File: src/rtl/traffic_analyzer_gmii_capture_ctrl_pkg.sv
// Shared definitions for the GMII frame capture controller:
// state encoding, frame_size_reg layout and byte-lane helpers.
package traffic_analyzer_gmii_capture_ctrl_pkg;

   typedef enum logic [2:0] {
      S_IDLE,
      S_SYNC,
      S_ARMED,
      S_CAPTURE,
      S_WAIT_STATUS,
      S_DONE
   } cap_state_t;

   localparam int FS_TRUNC     = 31;
   localparam int FS_CRC_BAD   = 30;
   localparam int FS_TIMEOUT   = 29;
   localparam int FS_COUNT_MSB = 15;
   localparam int FS_COUNT_LSB = 0;

   // Byte enables for a word holding n bytes; byte 0 sits in [31:24].
   function automatic logic [3:0] lane_mask(input logic [1:0] n);
      logic [3:0] m;
      unique case (n)
         2'd1:    m = 4'h8;
         2'd2:    m = 4'hC;
         2'd3:    m = 4'hE;
         default: m = 4'hF;
      endcase
      return m;
   endfunction

endpackage

File: src/rtl/traffic_analyzer_gmii_capture_ctrl_byte_packer.sv
// Stages received bytes into 32-bit words and issues full-word
// writes and partial flushes to the frame buffer RAM.
module traffic_analyzer_gmii_byte_packer
   import traffic_analyzer_gmii_capture_ctrl_pkg::*;
#(
   parameter int AW = 9
) (
   input  logic          clk,
   input  logic          resetn,
   input  logic          clear,
   input  logic          store,
   input  logic          flush,
   input  logic [1:0]    lane,
   input  logic [7:0]    rxd,
   input  logic [AW-1:0] word_addr,
   output logic          buf_we,
   output logic [AW-1:0] buf_waddr,
   output logic [31:0]   buf_wdata,
   output logic [3:0]    buf_wbe
);

   logic [31:0] stage;
   logic [31:0] stage_nxt;

   // Lane 0 starts a fresh word so unfilled lanes read as zero.
   always_comb begin
      stage_nxt = (lane == 2'd0) ? 32'h0 : stage;
      unique case (lane)
         2'd0: stage_nxt[31:24] = rxd;
         2'd1: stage_nxt[23:16] = rxd;
         2'd2: stage_nxt[15:8]  = rxd;
         default: stage_nxt[7:0] = rxd;
      endcase
   end

   always_ff @(posedge clk or negedge resetn) begin
      if (!resetn) begin
         stage     <= '0;
         buf_we    <= 1'b0;
         buf_waddr <= '0;
         buf_wdata <= '0;
         buf_wbe   <= '0;
      end else begin
         buf_we  <= 1'b0;
         buf_wbe <= '0;
         if (clear) begin
            stage <= '0;
         end else if (store) begin
            stage <= stage_nxt;
            if (lane == 2'd3) begin
               buf_we    <= 1'b1;
               buf_wbe   <= 4'hF;
               buf_waddr <= word_addr;
               buf_wdata <= stage_nxt;
            end
         end else if (flush && lane != 2'd0) begin
            buf_we    <= 1'b1;
            buf_wbe   <= lane_mask(lane);
            buf_waddr <= word_addr;
            buf_wdata <= stage;
         end
      end
   end

endmodule

File: src/rtl/traffic_analyzer_gmii_capture_ctrl.sv
// Single-frame GMII capture sequencer: arm, sync to a frame start,
// pack into the frame buffer, publish size, optional bad-CRC filter.
module traffic_analyzer_gmii_capture_ctrl
   import traffic_analyzer_gmii_capture_ctrl_pkg::*;
#(
   parameter int C_FRAME_BUF_ADDRESS_WIDTH = 9,
   parameter int C_STATUS_TIMEOUT          = 16
) (
   input  logic                                 clk,
   input  logic                                 resetn,
   input  logic                                 gmii_rx_dv,
   input  logic [7:0]                           gmii_rxd,
   input  logic                                 crc_status_valid,
   input  logic                                 crc_status_bad,
   input  logic                                 arm,
   input  logic                                 disarm,
   input  logic                                 filter_bad_crc,
   output logic                                 buf_we,
   output logic [C_FRAME_BUF_ADDRESS_WIDTH-1:0] buf_waddr,
   output logic [31:0]                          buf_wdata,
   output logic [3:0]                           buf_wbe,
   output logic [31:0]                          frame_size_reg,
   output logic                                 capture_done,
   output logic                                 capture_busy
);

   localparam int AW  = C_FRAME_BUF_ADDRESS_WIDTH;
   localparam int CW  = AW + 3;
   localparam int TW  = $clog2(C_STATUS_TIMEOUT) + 1;
   localparam logic [CW-1:0] CAP_CNT  = CW'(1 << (AW + 2));
   localparam logic [TW-1:0] TMO_LAST = TW'(C_STATUS_TIMEOUT - 1);

   cap_state_t    state;
   cap_state_t    nxt;
   logic [CW-1:0] count;
   logic          trunc;
   logic [TW-1:0] tmo_cnt;
   logic          clr;
   logic          store;
   logic          flush;
   logic          fs_load;
   logic          tmo_hit;
   logic          full;
   logic [31:0]   fs_new;

   assign full = (count == CAP_CNT);

   always_comb begin
      nxt     = state;
      clr     = 1'b0;
      store   = 1'b0;
      flush   = 1'b0;
      fs_load = 1'b0;
      tmo_hit = 1'b0;
      if (disarm) begin
         nxt = S_IDLE;
      end else if (arm) begin
         nxt = S_SYNC;
         clr = 1'b1;
      end else begin
         unique case (state)
            S_SYNC: begin
               if (!gmii_rx_dv) nxt = S_ARMED;
            end
            S_ARMED: begin
               if (gmii_rx_dv) begin
                  nxt   = S_CAPTURE;
                  store = 1'b1;
               end
            end
            S_CAPTURE: begin
               if (gmii_rx_dv) begin
                  store = 1'b1;
               end else begin
                  flush = 1'b1;
                  nxt   = S_WAIT_STATUS;
               end
            end
            S_WAIT_STATUS: begin
               if (crc_status_valid) begin
                  if (filter_bad_crc && !crc_status_bad) begin
                     nxt = S_SYNC;
                     clr = 1'b1;
                  end else begin
                     nxt     = S_DONE;
                     fs_load = 1'b1;
                  end
               end else if (tmo_cnt == TMO_LAST) begin
                  nxt     = S_DONE;
                  fs_load = 1'b1;
                  tmo_hit = 1'b1;
               end
            end
            default: ;
         endcase
      end
   end

   always_comb begin
      fs_new = '0;
      fs_new[FS_TRUNC]   = trunc;
      fs_new[FS_CRC_BAD] = crc_status_bad & ~tmo_hit;
      fs_new[FS_TIMEOUT] = tmo_hit;
      fs_new[FS_COUNT_MSB:FS_COUNT_LSB] = 16'(count);
   end

   always_ff @(posedge clk or negedge resetn) begin
      if (!resetn) state <= S_IDLE;
      else         state <= nxt;
   end

   // Count saturates at capacity; overflow bytes only mark truncation.
   always_ff @(posedge clk or negedge resetn) begin
      if (!resetn) begin
         count          <= '0;
         trunc          <= 1'b0;
         tmo_cnt        <= '0;
         frame_size_reg <= '0;
         capture_done   <= 1'b0;
      end else begin
         if (clr) begin
            count <= '0;
            trunc <= 1'b0;
         end else if (store) begin
            if (full) trunc <= 1'b1;
            else      count <= count + 1'b1;
         end
         if (state == S_WAIT_STATUS) tmo_cnt <= tmo_cnt + 1'b1;
         else                        tmo_cnt <= '0;
         if (disarm) begin
            capture_done <= 1'b0;
         end else if (arm) begin
            capture_done   <= 1'b0;
            frame_size_reg <= '0;
         end else if (fs_load) begin
            capture_done   <= 1'b1;
            frame_size_reg <= fs_new;
         end
      end
   end

   assign capture_busy = (state != S_IDLE) && (state != S_DONE);

   traffic_analyzer_gmii_byte_packer #(
      .AW(AW)
   ) u_packer (
      .clk      (clk),
      .resetn   (resetn),
      .clear    (clr),
      .store    (store && !full),
      .flush    (flush),
      .lane     (count[1:0]),
      .rxd      (gmii_rxd),
      .word_addr(count[AW+1:2]),
      .buf_we   (buf_we),
      .buf_waddr(buf_waddr),
      .buf_wdata(buf_wdata),
      .buf_wbe  (buf_wbe)
   );

endmodule

File: config.mk
export PLATFORM = sky130hd
export DESIGN_NAME = traffic_analyzer_gmii_capture_ctrl
export DESIGN_NICKNAME = d
export VERILOG_FILES = /design/src/rtl/traffic_analyzer_gmii_capture_ctrl_pkg.sv /design/src/rtl/traffic_analyzer_gmii_capture_ctrl_byte_packer.sv /design/src/rtl/traffic_analyzer_gmii_capture_ctrl.sv
export SDC_FILE = /design/constraint.sdc
export NUM_CORES = 1
export LEC_CHECK = 0
export CORE_MARGIN = 1.5
export CORE_UTILIZATION = 52
export CTS_CLUSTER_SIZE = 12
export DETAILED_ROUTE_END_ITERATION = 16
export GPL_ROUTABILITY_DRIVEN = 1
export PLACE_DENSITY = 0.82
export SLEW_MARGIN = 10
export SYNTH_ARGS = -nofsm -noshare
export SYNTH_HDL_FRONTEND = slang
export SYNTH_HIERARCHICAL = 1
export SYNTH_SLANG_ARGS = --single-unit
File: constraint.sdc
create_clock -name clk -period 3.6 [get_ports clk]
set_clock_uncertainty 0.05 [all_clocks]
set_input_delay 0.54 -clock clk [delete_from_list [all_inputs] [get_ports clk]]
set_output_delay 0.54 -clock clk [all_outputs]
set_load 0.01 [all_outputs]
### Word level (Yosys, flattened, before mapping)

Index checks and enable logic that the tools add are counted.

* register bits after elaboration: 132
* output and inout port bits: 80
* word-level logic and storage cells: 122
* input port bits: 16

* reduce and logical (&&, ||, !) cells: 23
* bitwise operators: 4
* equal/unequal tests: 16
* add/subtract/negate cells: 2
* multiplexer cells: 66

Operator list (number)
* 2-to-1 mux 32 bit: 8
* 2-to-1 mux 12 bit: 3
* 2-to-1 mux 1 bit: 33
* 2-to-1 mux 8 bit: 4
* 2-to-1 mux 9 bit: 3
* 2-to-1 mux 3 bit: 8
* 2-to-1 mux 4 bit: 4
* adder 12 x 1 -> 12 bit, second input constant: 1
* == test 12 bit, second input constant: 1
* inequality test 4 bit, second input constant: 3
* one-hot mux 3 bit (4 select lines): 1
* nonzero test 2 bit: 6
* one-hot mux 3 bit (3 select lines): 1
* == test 3 x 2 -> 1 bit, second input constant: 2
* AND reduction 2 bit: 3
* nonzero test 3 bit: 2
* nonzero test 6 bit: 1
* adder 5 x 1 -> 5 bit, second input constant: 1
* == test 5 x 4 -> 1 bit, second input constant: 1
* 2-to-1 mux 5 bit: 1
* inequality test 5 bit, second input constant: 1
* AND reduction 5 bit: 1
* == test 2 bit, second input constant: 2
* logical AND 1 bit: 4
* 12 further kinds: 16

### Logic depth before layout (Yosys ltp)

* word-level depth: 10
* depth in mapped cells: 12
* depth with buffers taken out: 9

### Cells and area by module

The synthesis kept the hierarchy.

Modules (own cells, without submodules)
* traffic_analyzer_gmii_byte_packer: cells an instance 233, instances 1, area an instance 3093.0 µm²
* traffic_analyzer_gmii_capture_ctrl: cells an instance 192, instances 1, area an instance 1951.9 µm²

### Worst setup path after synthesis

Ideal clock, no wire load.

* kind: input port to flip-flop
* start point: input port disarm
* end point: register u_packer.buf_waddr[4]
* stages on the path: 10
* library setup time: 0.125 ns
* required time: 3.425 ns
* arrival time: 2.492 ns
* path slack: 0.933 ns
* path buffers: 3
* path through: buf_2 > nand4bb_1 > clkbuf_1 > nor2_1 > nand2_1 > inv_1 > or3b_1 > a21oi_4 > buf_4 > mux2_2

* cells in the longest elaborated chain, start to end: 4
* elaborated cells on any way between the ends: 10
* those cells by class: eq/ne: 1; mux: 4; bitwise: 1; reduce/logical: 4

Ends and longest elaborated chain
* start: declaration: RTL line traffic_analyzer_gmii_capture_ctrl.sv:16 `input logic disarm,`
* 2-to-1 mux 1 bit: RTL line traffic_analyzer_gmii_capture_ctrl.sv:55 `if (disarm) begin`
* logical AND 1 bit, on equally long branches: RTL line traffic_analyzer_gmii_capture_ctrl.sv:150, traffic_analyzer_gmii_capture_ctrl_byte_packer.sv:56
* inequality test 2 bit (no line) or nonzero test 2 bit (tied branches)
* AND reduction 3 bit (no line)
* end signal: assignment: RTL line traffic_analyzer_gmii_capture_ctrl_byte_packer.sv:53 `buf_waddr <= word_addr;`
* end signal: assignment: RTL line traffic_analyzer_gmii_capture_ctrl_byte_packer.sv:59 `buf_waddr <= word_addr;`
* end: declaration: RTL line traffic_analyzer_gmii_capture_ctrl_byte_packer.sv:17 `output logic [AW-1:0] buf_waddr,`

Several ways; a longest one is shown, not always the timed one.
A chain may end at the register's enable or synchronous reset.

### Worst setup path in the final report

* start point: register count[1]
* end point: register u_packer.buf_waddr[3]

* cells in the longest elaborated chain, start to end: 5
* elaborated cells on any way between the ends: 10
* those cells by class: eq/ne: 3; mux: 1; reduce/logical: 6

Ends and longest elaborated chain
* start: declaration: RTL line traffic_analyzer_gmii_capture_ctrl.sv:35 `logic [CW-1:0] count;`
* start signal: assignment: RTL line traffic_analyzer_gmii_capture_ctrl.sv:126 `else count <= count + 1'b1;`
* == test 12 bit: RTL line traffic_analyzer_gmii_capture_ctrl.sv:46 `assign full = (count == CAP_CNT);`
* zero test 1 bit: RTL line traffic_analyzer_gmii_capture_ctrl.sv:150 `.store (store && !full),`
* logical AND 1 bit: RTL line traffic_analyzer_gmii_capture_ctrl.sv:150
* inequality test 2 bit (no line) or nonzero test 2 bit (tied branches)
* AND reduction 3 bit (no line)

Several ways; a longest one is shown, not always the timed one.

==> results.md <==
- Final TNS setup: 0 ns
- Number of port buffers: 78
- Compound-Gate Fraction of Synth Area: 10.5%
- Max-Cap Viols: 0
- Post-CTS resize count: 0
- Hpwl dp: 7180 microns
- Clk sinks: 114
- Unique masters post-synth: 53
- Total power: 3.09 mW
- Drt initial violations: 293
- Total track usage: 23.6%
- Net count, final: 529
- Register area share after synthesis: 56.5%
- Top area cells in the synthesized netlist: dfrtp_1 (57%), mux2i_1 (5.2%), mux2_2 (4.9%)
- Syn Inst Count: 425
- Placed insts: 614
- CP peak stage delay: 0.52 ns
- Post-synth EDFFs: 0
- Largest net degree at the start of global routing: 62
- FF-to-FF End: u_packer/buf_waddr[3]
- Initial core utilization: 54.1%
- Crit-path cells: inv_1 -> ha_1 -> nor3b_1 -> nand3_1 -> nand2_1 -> inv_1 -> or3b_1 -> a21oi_4 -> buf_12 -> mux2_2
- Crit share post-route: 83.2%
- Final setup margin: 0.605 ns
- Post-route minimum period: 3.00 ns
- Most frequent cells after synthesis: dfrtp_1 (114), nor2_1 (32), inv_1 (29), a22o_1 (27), mux2i_1 (26)
- Antenna Violating Nets Remaining: 0
- Post-synthesis simple-gate area fraction: 11.5%
- CP bufs+invs: 3
- Layout area overhead: 28.0%
- CP top delay family: simple AND/OR/NAND/NOR gates
- CTS tree: built
- Worst r2r src: count[1]
- Peak fanout along the critical path: 32
- Slew HR: 53.8%
- Diode count: 0
- Postcts setup bufs: 0
- Core outline area: 9330 sq um
- Largest family of logic cells by synthesized area: simple AND/OR/NAND/NOR gates
- Post-Synth XOR/XNOR Area: 1.56%
- Slowest cell on crit path: dfrtp_1
- Hold Fails Final Rpt: 0
- Non-Filler Instances: 646
- Status: finished clean
- CP Data Arrival Time: 3.34 ns
- Maximum VDD drop: 0.000321 V
- # hold bufs at CTS: 0
- # H-tree levels: 4
- CTS root buffer: clkbuf_8
- Most common cell on crit path: inv_1
- Die footprint: 10300 sq um
- Final setup viols: 0
- Unrepaired setup endpoints after global routing: no
- Static Leakage: 3.06 nW
- Most common cell in the netlist: dfrtp_1
- Achievable clock frequency: 0.334 GHz
- Async S/R FF share, synth: 100%
- CP startpoint kind: flop
- CP required: 3.94 ns
- Post-synthesis instance area: 5040 sq um
- Post-placement cell area: 5860 sq um
- Worst-Margin Slew: 0.688 ns
- Routed wire length: 11100 microns
- # DRC: 0
- Fin. max-slew vios: 0
- Post-synth top area share: 56.5%
- Fill cell count: 656
- Post-synthesis mux area share: 10.3%
- DR pass1 iterations: 5
- Synth Area per Inst: 11.9 sq um
- Pre-CTS setup slack: 0.419 ns
- CP Class: flop to flop
- P per Cell Area: 479 nW/um^2
- Number of global-route vias before repair: 3682
- Synth Flop Type: dfrtp_1
- Die Y: 101 microns
- Area share of fa/ha/maj cells after synthesis: 2.23%
- Initial antenna violation count: 0
- Via density: 5.55
- Worst min path class: input port to async pin
- Setup slack, reg-to-reg: 0.60 ns
- Core Rows: 35
- RD Place Congestion: 0.874
- Worst reg2reg path depth: 10
- Worst skew pair latency: 0.51 ns
- DIE WIDTH: 101 microns
- Design Area, Final: 6460 sq um
- Count of state elements after synthesis: 114
- Worst-path clk slew: 0.06 ns
- Num CTS Buffers: 17
- WL/cell: 17.2 microns
- GR Overflow Total: 0
- IO Count: 96
- Ys Warns: 6
- Cell taking the most area after synthesis: dfrtp_1
- First-pass GRT wire length: 18400 microns
- Critical path capture point type: flop
- Fraction of layout cells with a size suffix above 1: 12.8%
- Via Count: 3585
- Max clock buf depth: 2
[how the worst max path moves through the flow]
stage             start                     end  slack [ns]  depth (start not counted)
2_1_floorplan    disarm   u_packer/buf_waddr[4]        0.93                         10
3_3_place_gp     disarm   u_packer/buf_wdata[8]        0.50                          9
3_5_place_dp     disarm  u_packer/buf_wdata[13]        0.42                          9
4_1_cts        count[1]   u_packer/buf_waddr[3]        0.66                         10
5_1_grt        count[1]   u_packer/buf_waddr[4]        0.41                         10
6_report       count[1]   u_packer/buf_waddr[3]        0.60                         10
[cell usage in the layout (no fill, tap or decap), types with 2 or more instances in the layout]
cell             synthesis  routed
bufinv_16                0       3
nand3b_1                 2       2
a22o_1                  27      27
o21ai_0                  2       2
and2_1                   4       4
nor2b_1                 15      15
clkbuf_16                0      16
clkinv_4                 0       3
inv_1                   29      29
and3_1                   4       4
clkinvlp_4               0       2
buf_4                   22       5
clkinv_2                 0       3
nand2_1                 12      12
ha_1                     9       9
xnor2_1                  8       8
clkdlybuf4s50_1          0      77
nor3_1                   2       2
and3b_1                  2       2
conb_1                   1      17
a22oi_1                 10      10
a21oi_1                  7       7
mux2_2                  22      22
inv_6                    0       4
nand3_1                 10      10
o31ai_1                  3       3
buf_12                   0       2
mux2i_1                 26      26
dfrtp_1                114     114
nor3b_1                  3       3
o21a_1                   2       2
o221ai_1                 3       3
o211ai_1                 2       2
nor4_1                   6       6
a21boi_0                 2       2
o21ai_1                  3       3
or3b_1                   2       2
nor2_1                  32      32
nand4_1                  2       2
[metrics by stage]
stage | hold slack (ns) | util (%)
6_report | 0.00669 | 69.2
5_1_grt | 0.0585 | 69.2
4_1_cts | 0.0323 | 69.2
3_5_place_dp | 0.419 | 62.8
3_3_place_gp | 0.395 | 62.8
2_1_floorplan | 0.194 | -
[worst reg2reg max path: cells and delay by family, from the launching register on]
family / cells / cell delay, ns
AOI/OAI and AO/OA: 1 / 0.20
adders and majority gates: 1 / 0.15
buffers and inverters: 3 / 0.55
DFF: 1 / 0.52
muxes: 1 / 0.38
and+or+nand+nor: 4 / 1.03
[per-layer routing]
| metal | track usage (%) | wire [microns] | vias up |
|---|---|---|---|
| li1 | - | - | 1612 |
| met4 | 9.40 | 293 | 0 |
| met2 | 35.4 | 5340 | 137 |
| met1 | 33.4 | 4900 | 1803 |
| met3 | 5.59 | 541 | 33 |
| met5 | 0 | 0 | - |
[area by class of cell]
| cell class | count | area, sq um | area share [%] |
|---|---|---|---|
| Timing Repair Buffer | 84 | 848 | 13.1 |
| Clock inverter | 15 | 181 | 2.81 |
| Tap cell | 129 | 161 | 2.50 |
| Inverter | 30 | 113 | 1.74 |
| Multi-Input combinational cell | 257 | 1890 | 29.2 |
| Clock buffer | 17 | 414 | 6.41 |
| Sequential cell | 114 | 2850 | 44.2 |
[logic make-up after synthesis]
logic type	after synthesis
adder cells (fa/ha/maj)	9
XOR/XNOR	9
buffers and inverters	70
other	1
flip-flops	114
AND/OR/NAND/NOR	105
AO/OA/AOI/OAI	68
multiplexers	49
[power breakdown]
group	total [mW]	internal, mW	switching (mW)
combinational	0.124	0.0443	0.0801
sequential	1.30	1.29	0.0100
clock	1.66	1.06	0.605
(Power assumes the default switching activity.)
